File: src/rtl/load_store_unit.sv
// Load/store unit between execute and a byte-laned data memory: one access per handshake,
// word-crossing accesses split into two memory cycles, load data assembled and extended.
module load_store_unit #(
   parameter int unsigned ALLOW_MISALIGNED = 1
) (
   input  logic        clk,
   input  logic        reset,
   input  logic        req_valid,
   output logic        req_ready,
   input  logic        req_store,
   input  logic [2:0]  req_funct3,
   input  logic [31:0] req_addr,
   input  logic [31:0] req_wdata,
   output logic        resp_valid,
   output logic [31:0] resp_rdata,
   output logic        resp_err,
   output logic        mem_read_enable,
   output logic        mem_write_enable,
   output logic [3:0]  mem_byte_sel,
   output logic [31:0] mem_addr,
   output logic [31:0] mem_write_data,
   input  logic [31:0] mem_read_data
);

   typedef enum logic [1:0] {IDLE, ACC0, ACC1, DONE} state_t;

   state_t      state;
   logic        lat_store;
   logic [2:0]  lat_funct3;
   logic [1:0]  lat_off;
   logic [7:0]  lat_span;
   logic [31:0] lat_wrot;
   logic [31:0] asm_data;

   function automatic logic [3:0] size_mask(input logic [2:0] f3);
      case (f3[1:0])
         2'b00:   return 4'b0001;
         2'b01:   return 4'b0011;
         2'b10:   return 4'b1111;
         default: return 4'b0000;
      endcase
   endfunction

   function automatic logic [31:0] lane_mask(input logic [3:0] sel);
      return {{8{sel[3]}}, {8{sel[2]}}, {8{sel[1]}}, {8{sel[0]}}};
   endfunction

   // Byte i moves to lane (i+n) mod 4.
   function automatic logic [31:0] rot_left_bytes(input logic [31:0] d, input logic [1:0] n);
      case (n)
         2'd0:    return d;
         2'd1:    return {d[23:0], d[31:24]};
         2'd2:    return {d[15:0], d[31:16]};
         default: return {d[7:0], d[31:8]};
      endcase
   endfunction

   // Lane (i+n) mod 4 moves to byte i.
   function automatic logic [31:0] rot_right_bytes(input logic [31:0] d, input logic [1:0] n);
      case (n)
         2'd0:    return d;
         2'd1:    return {d[7:0], d[31:8]};
         2'd2:    return {d[15:0], d[31:16]};
         default: return {d[23:0], d[31:24]};
      endcase
   endfunction

   function automatic logic [31:0] byte_swap(input logic [31:0] d);
      return {d[7:0], d[15:8], d[23:16], d[31:24]};
   endfunction

   function automatic logic [31:0] extend(input logic [31:0] d, input logic [2:0] f3);
      case (f3)
         3'b000:  return {{24{d[7]}}, d[7:0]};
         3'b001:  return {{16{d[15]}}, d[15:0]};
         3'b100:  return {24'h0, d[7:0]};
         3'b101:  return {16'h0, d[15:0]};
         default: return d;
      endcase
   endfunction

   // Lane enables of both accesses as one 8-bit span: [3:0] first word, [7:4] second word.
   logic [7:0]  req_span;
   logic        req_split;
   logic        req_illegal;
   logic        req_bad;
   logic [31:0] req_wrot;
   logic [31:0] rd_lanes;
   logic [31:0] acc0_bytes;
   logic [31:0] acc1_bytes;

   always_comb begin
      req_span    = {4'b0000, size_mask(req_funct3)} << req_addr[1:0];
      req_split   = |req_span[7:4];
      req_illegal = req_store ? (req_funct3 > 3'd2)
                              : (req_funct3 == 3'b011 || req_funct3[2:1] == 2'b11);
      req_bad     = req_illegal | (req_split & (ALLOW_MISALIGNED == 0));
      req_wrot    = rot_left_bytes(req_wdata, req_addr[1:0]);
      // Read bus carries lane 0 in the top byte; normalise so lane k sits at [8k+7:8k].
      rd_lanes    = byte_swap(mem_read_data);
      acc0_bytes  = rot_right_bytes(rd_lanes & lane_mask(lat_span[3:0]), lat_off);
      acc1_bytes  = rot_right_bytes(rd_lanes & lane_mask(lat_span[7:4]), lat_off);
   end

   always_ff @(posedge clk) begin
      if (reset) begin
         state            <= IDLE;
         req_ready        <= 1'b1;
         resp_valid       <= 1'b0;
         resp_err         <= 1'b0;
         resp_rdata       <= 32'h0;
         mem_read_enable  <= 1'b0;
         mem_write_enable <= 1'b0;
         mem_byte_sel     <= 4'h0;
         mem_addr         <= 32'h0;
         mem_write_data   <= 32'h0;
         lat_store        <= 1'b0;
         lat_funct3       <= 3'h0;
         lat_off          <= 2'h0;
         lat_span         <= 8'h0;
         lat_wrot         <= 32'h0;
         asm_data         <= 32'h0;
      end else begin
         resp_valid <= 1'b0;
         resp_err   <= 1'b0;
         resp_rdata <= 32'h0;
         case (state)
            IDLE: begin
               if (req_valid) begin
                  lat_store  <= req_store;
                  lat_funct3 <= req_funct3;
                  lat_off    <= req_addr[1:0];
                  lat_span   <= req_span;
                  lat_wrot   <= req_wrot;
                  req_ready  <= 1'b0;
                  if (req_bad) begin
                     state      <= DONE;
                     resp_valid <= 1'b1;
                     resp_err   <= 1'b1;
                  end else begin
                     state            <= ACC0;
                     mem_addr         <= {req_addr[31:2], 2'b00};
                     mem_byte_sel     <= req_span[3:0];
                     mem_write_enable <= req_store;
                     mem_read_enable  <= ~req_store;
                     mem_write_data   <= req_store ? (req_wrot & lane_mask(req_span[3:0])) : 32'h0;
                  end
               end
            end
            ACC0: begin
               if (|lat_span[7:4]) begin
                  state          <= ACC1;
                  asm_data       <= acc0_bytes;
                  mem_addr       <= mem_addr + 32'd4;
                  mem_byte_sel   <= lat_span[7:4];
                  mem_write_data <= lat_store ? (lat_wrot & lane_mask(lat_span[7:4])) : 32'h0;
               end else begin
                  state            <= DONE;
                  resp_valid       <= 1'b1;
                  resp_rdata       <= lat_store ? 32'h0 : extend(acc0_bytes, lat_funct3);
                  mem_read_enable  <= 1'b0;
                  mem_write_enable <= 1'b0;
                  mem_byte_sel     <= 4'h0;
                  mem_addr         <= 32'h0;
                  mem_write_data   <= 32'h0;
               end
            end
            ACC1: begin
               state            <= DONE;
               resp_valid       <= 1'b1;
               resp_rdata       <= lat_store ? 32'h0 : extend(asm_data | acc1_bytes, lat_funct3);
               mem_read_enable  <= 1'b0;
               mem_write_enable <= 1'b0;
               mem_byte_sel     <= 4'h0;
               mem_addr         <= 32'h0;
               mem_write_data   <= 32'h0;
            end
            default: begin
               state     <= IDLE;
               req_ready <= 1'b1;
            end
         endcase
      end
   end

endmodule
File: config.mk
export PLATFORM = sky130hd
export DESIGN_NAME = load_store_unit
export DESIGN_NICKNAME = d
export VERILOG_FILES = /design/src/rtl/load_store_unit.sv
export SDC_FILE = /design/constraint.sdc
export NUM_CORES = 1
export LEC_CHECK = 0
export BUFFER_PORTS_ARGS = -buffer_cell sky130_fd_sc_hd__buf_2
export CORE_ASPECT_RATIO = 1.75
export CORE_MARGIN = 2
export CORE_UTILIZATION = 55
export CTS_CLUSTER_SIZE = 30
export DETAILED_ROUTE_END_ITERATION = 12
export HOLD_SLACK_MARGIN = 0.03
export MAX_ROUTING_LAYER = met4
export PLACE_DENSITY = 0.8
export SLEW_MARGIN = 0
export SYNTH_ARGS = -nofsm -noshare
export SYNTH_HDL_FRONTEND = slang
export SYNTH_SLANG_ARGS = --single-unit
File: constraint.sdc
create_clock -name clk -period 2.5 [get_ports clk]
set_clock_uncertainty 0.1 [all_clocks]
set_input_delay 0.75 -clock clk [delete_from_list [all_inputs] [get_ports clk]]
set_output_delay 0.75 -clock clk [all_outputs]
set_load 0.03 [all_outputs]
======== After elaboration in Yosys (flattened, before gate mapping) ========
Index checks and enable logic that the tools add are counted.
cells by class
  multiply operators ...................... 0
  mux-type cells .......................... 42
  magnitude comparators ................... 1
  div/mod/pow operators ................... 0
  add/subtract/negate cells ............... 1
  shift-type cells ........................ 1
  equal/unequal tests ..................... 16
  reductions and logical operators ........ 15
  bitwise logic cells ..................... 8
operator list
  operator               count
  $pmux 32 s3            5
  $mux 32                11
  $pmux 32 s4            2
  $and 32x32->32         4
  $pmux 32 s2            1
  $add 32x3->32 const B  1
  $or 32x32->32          1
  $pmux 4 s3             2
  $mux 4                 3
  $mux 1                 11
  $eq 2x2->1 const B     5
  $pmux 1 s3             3
  $eq 2x1->1 const B     4
  $logic_not 2->1        4
  $shl 4x2->8            1
  $eq 3x3->1 const B     2
  $ne 2x2->1 const B     3
  $pmux 2 s3             1
  $reduce_and 2->1       3
  $mux 2                 2
  $reduce_and 4->1       1
  $reduce_or 2->1        2
  $reduce_or 4->1        1
  $eq 3x1->1 const B     1
  other kinds (8)        10
word-level totals
  bits in writable memories ............... 0
  logic and storage cells ................. 100
  memories ................................ 0
  bits in latches ......................... 0
  output and inout port bits .............. 105
  bits in read-only memories .............. 0
  bits in registers ....................... 185

======== Logic depth before layout (Yosys ltp) ========
  depth after elaboration ................. 8
  mapped depth ............................ 9
  mapped depth without buffers ............ 7

======== Worst setup path before layout ========
No wires, ideal clock.
  kind .................................... in2reg
  start point ............................. input port req_funct3[0]
  end point ............................... register mem_addr[8]
  required time ........................... 2.278 ns
  stages on the path ...................... 8
  data arrival time ....................... 2.098 ns
  slack ................................... 0.179 ns
  library setup time ...................... 0.122 ns
  cells stage by stage .................... ha_1 -> or3b_1 -> and4_4 -> a21o_1 -> buf_2 -> buf_1 -> o21ai_0 -> a21oi_1
on the way
  word-level cells in the longest chain between the ends .. 5
  elaborated cells on any way between the ends .. 6
  those cells by class .................... 1 x order compare; 2 x eq/ne; 1 x mux; 2 x reduce/logical
RTL lines
  item                                                RTL line  RTL
  start: declaration                                  11        input logic [2:0] req_funct3,
  branches (longest 2 deep; another with $gt 3x2->1)  --
  $mux 1 (*)                                          95        req_illegal = req_store ? (req_funct3 > 3'd2)
  $ne 2x2->1 (no source line) (*)                     --
  $reduce_and 3->1 (no source line) (*)               --
  end signal: assignment                              142       mem_addr <= {req_addr[31:2], 2'b00};
  end signal: assignment                              154       mem_addr <= mem_addr + 32'd4;
  end: declaration                                    20        output logic [31:0] mem_addr,
Mark *: on every way between the ends.
A chain may end at the register's enable or synchronous reset.

======== Final worst setup path ========
  start point ............................. register state[0]
  end point ............................... register resp_rdata[31]
on the way
  word-level cells in the longest chain between the ends .. 2
  elaborated cells on any way between the ends .. 3
  those cells by class .................... 2 x eq/ne; 1 x mux
RTL lines
  item                                      RTL line  RTL
  start: declaration                        27        state_t state;
  start signal: assignment                  107       state <= IDLE;
  start signal: assignment                  137       state <= DONE;
  start signal: assignment                  141       state <= ACC0;
  $eq 2x2->1 or $eq 2x1->1 (tied branches)  127       case (state)
  $pmux 32 s2 (*)                           127
  end signal: assignment                    160       resp_rdata <= lat_store ? 32'h0 : extend(acc0_bytes, lat_funct3);
  end signal: assignment                    171       resp_rdata <= lat_store ? 32'h0 : extend(asm_data | acc1_bytes, lat_funct3);
  end: declaration                          15        output logic [31:0] resp_rdata,
Every way passes the cells marked *; elsewhere a longest branch is shown, timed or not.

==> summary.md <==
| Metric | Value |
|---|---|
| Avg Cell Area, Syn | 7.78 µm² |
| Worst hold slack | 351 ps |
| Max Slew Vio Count | 0 |
| Final Instance Count excl. Fillers | 1765 |
| Switching pwr | 5.40 mW |
| CTS tree | done |
| HP Class | reg -> reg |
| Clock Sinks | 174 |
| Most used DFF post-synth | dfxtp_1 |
| Post-Route WL | 35900 µm |
| Routed Antenna Nets | 0 |
| Leakage power | 5.03 nW |
| Post-Synthesis Cells | 1316 |
| Core area | 0.0184 mm² |
| IO Port Bufs | 205 |
| PwrDens | 973 mW/mm² |
| Number of remaining DRC errors | 0 |
| DRT iter0 DRCs | 1112 |
| Inst Count DP | 1733 |
| DPL Wire Length | 25900 µm |
| Pin count of the biggest net entering global routing | 109 |
| Row cnt | 66 |
| Worst-Skew Late Latency | 440 ps |
| Nets@finish | 1625 |
| Worst slew pin tran | 1010 ps |
| Power Internal | 6.70 mW |
| WL/cell | 20.4 µm |
| Root Driver | clkbuf_16 |
| Clk slew on worst S/H paths | 70 ps |
| Critical Path Sink Type | flip-flop |
| Post-synthesis sequential area ratio | 34.0% |
| Synth async-reset ratio | 0% |
| Initial Utilization | 55.6% |
| Share of layout cells above drive strength 1 | 24.5% |
| H-Tree Depth | 4 |
| Crit path DAT | 2660 ps |
| Max-Cap Viols | 0 |
| Global-route wire length before repair | 55000 µm |
| Setup violators final | 0 |
| Yosys cell types | 82 |
| Mapped cell area | 0.0102 mm² |
| FMAX | 415 MHz |
| Sw Share | 44.6% |
| Vias in the first global route | 10800 |
| Grt total ovfl | 0 |
| Vias per cell | 6.43 |
| Combinational share of power | 46.7% |
| Crit path required time | 2740 ps |
| Via count | 11300 |
| Hold_buf cts | 0 |
| #FFs+latches synth | 174 |
| Number of synthesized flops with an enable pin | 0 |
| Crit Path Category | reg -> reg |
| Routability cong. | 0.981 |
| Die H | 184 µm |
| Total CTS buffers | 17 |
| Yosys warns | 0 |
| Status | finished clean |
| Total Power | 12.1 mW |
| Deepest clock path buffer count | 2 |
| Die area | 0.0198 mm² |
| Crit path max fanout | 14 |
| Post-Route Setup TNS | 0 ps |
| Final Cycle Share | 96.5% |
| DRT Pass-1 Iters | 6 |
| Clock power share | 21.8% |
| Hold Violations, Final | 0 |
| Initial antenna violation count | 1 |
| # fillers | 1588 |
| Reg power frac | 31.5% |
| Shortest period the worst path allows | 2410 ps |
| Synth-to-Final Area Change | 21.5% |
| Startpoint types | flip-flop |
| Die W | 107 µm |
| Max VDD drop | 835 µV |
| # IOs | 208 |
| Global Route Usage Sum | 36.7% |
| RSZ-0062 raised after global routing | false |
| Rel. slew slack | 32.3% |
worst paths after layout:
path / slack (ps) / end / cells past startpoint / startpoint
min: 350 / asm_data[26] / 2 / asm_data[26]
max reg2reg: 90 / resp_rdata[31] / 9 / state[0]
max: 90 / resp_rdata[31] / 9 / state[0]
min reg2reg: 350 / asm_data[26] / 2 / asm_data[26]
state kept, by name (all words and copies together), names as in the netlist:
signal            cells
asm_data             32
lat_wrot             24
lat_off               2
lat_funct3            3
req_ready             1
resp_rdata           32
resp_err              1
mem_write_data       32
mem_write_enable      1
state                 2
lat_span              7
lat_store             1
mem_byte_sel          4
mem_read_enable       1
mem_addr             30
resp_valid            1
synthesized netlist by cell type, types with 5 or more instances:
cell type  number  area share [%]
a22oi_1         8            0.59
clkbuf_1       64             2.3
a221oi_1       23             2.0
o32ai_1         9            0.77
mux2i_1        45             4.4
nand2b_1       13            0.79
nand3_1        67             3.3
a21oi_1       138             6.7
o211ai_1       11            0.81
buf_4          11            0.81
a211oi_1       32             2.3
nand3b_1       16             1.2
o22ai_1        10            0.61
nor2b_1        25             1.5
a31o_2          7            0.60
mux4_2         11             2.4
buf_2          32             1.6
o32a_1          6            0.59
o21a_1         14             1.0
nand2_1       155             5.7
o2bb2ai_1       6            0.51
ha_1            8            0.98
inv_1          26            0.95
dfxtp_1       174              34
a32o_1          5            0.49
nor2_1        104             3.8
a32oi_1        11            0.94
a21o_1          8            0.59
a311oi_1        5            0.43
nand4_1         5            0.31
o221ai_1        7            0.60
o21ai_0        94             4.6
a31oi_1        14            0.86
buf_1          13            0.48
and3_1          8            0.49
a2111oi_0       9            0.77
and4_1          9            0.77
and2_1         22             1.3
nor3_1         25             1.2
a2bb2oi_1      11            0.94
worst max-delay path, stage by stage, from the launching register on:
cell and delay (ps):
dfxtp_1 440, inv_1 110, ha_2 440, buf_4 190
nand2b_1 110, nor2_2 190, o211ai_1 190, o211a_2 190
buf_12 150, o22ai_1 210
cell type report:
cell class,count,area (µm²),area share (%)
multi-input combinational,993,6120,49.2
sequential,174,3490,28.0
timing repair buffer,301,1860,15.0
clock buffer,18,439,3.53
tap,238,298,2.39
clock inverter,13,129,1.04
inverter,27,101,0.815
antenna,1,2.50,0.0201
power groups by stage:
stage                     logic (mW)  registers (mW)  clock network, mW
after floorplan                 2.81            4.56                  0
after global placement          5.45            3.84                  0
after detailed placement        5.54            3.85                  0
after CTS                       5.57            3.80               2.65
after global routing            6.02            3.88               2.76
final                           5.65            3.82               2.64
metal layers:
layer | track usage (%) | vias to the layer above | routed length, µm
met5 | - | - | 0
met4 | 28.5 | 0 | 3060
met3 | 5.20 | 193 | 2500
met2 | 62.4 | 624 | 18000
met1 | 37.4 | 5304 | 12300
li1 | - | 5228 | -
repair_timing:
| item | CTS | global route |
|---|---|---|
| setup endpoints to repair | 1 | 6 |
| cloned | 0 | 0 |
| setup buffers | 0 | 0 |
| pin swaps | 0 | 0 |
| gates resized for setup | 1 | 1 |
stage by stage:
step | util, % | instance area (µm²) | setup WS [ps]
after floorplan | - | 10200 | 179
after global placement | 64.4 | 11900 | -6.66
after detailed placement | 64.4 | 11900 | -70.7
after CTS | 67.5 | 12400 | 60.8
after global routing | 67.5 | 12400 | 21.4
final | 67.5 | 12400 | 87.8
cells by family after synthesis:
group	count (synthesis)	share of synthesized area, %
buffers and inverters	150	6.45
other	1	0.0366
adder cells (fa/ha/maj)	8	0.978
AO/OA/AOI/OAI	447	28.6
flip-flops	174	34.0
AND/OR/NAND/NOR	479	22.9
multiplexers	57	6.93
cell usage in the layout (no fill, tap or decap), drive strengths merged, types with 13 or more instances in the layout:
| cell type | synthesis | routed |
|---|---|---|
| and2 | 25 | 25 |
| a21oi | 139 | 139 |
| inv | 26 | 32 |
| nand2b | 13 | 13 |
| o21ai | 96 | 96 |
| nor3 | 26 | 26 |
| clkbuf | 65 | 18 |
| a31oi | 14 | 14 |
| o21a | 14 | 14 |
| nand3b | 16 | 16 |
| nand3 | 69 | 69 |
| mux2i | 45 | 45 |
| nand2 | 156 | 156 |
| dfxtp | 174 | 174 |
| a211oi | 32 | 32 |
| nor2b | 25 | 25 |
| nor2 | 104 | 104 |
| buf | 58 | 301 |
| a221oi | 24 | 24 |
(Power assumes the default switching activity.)
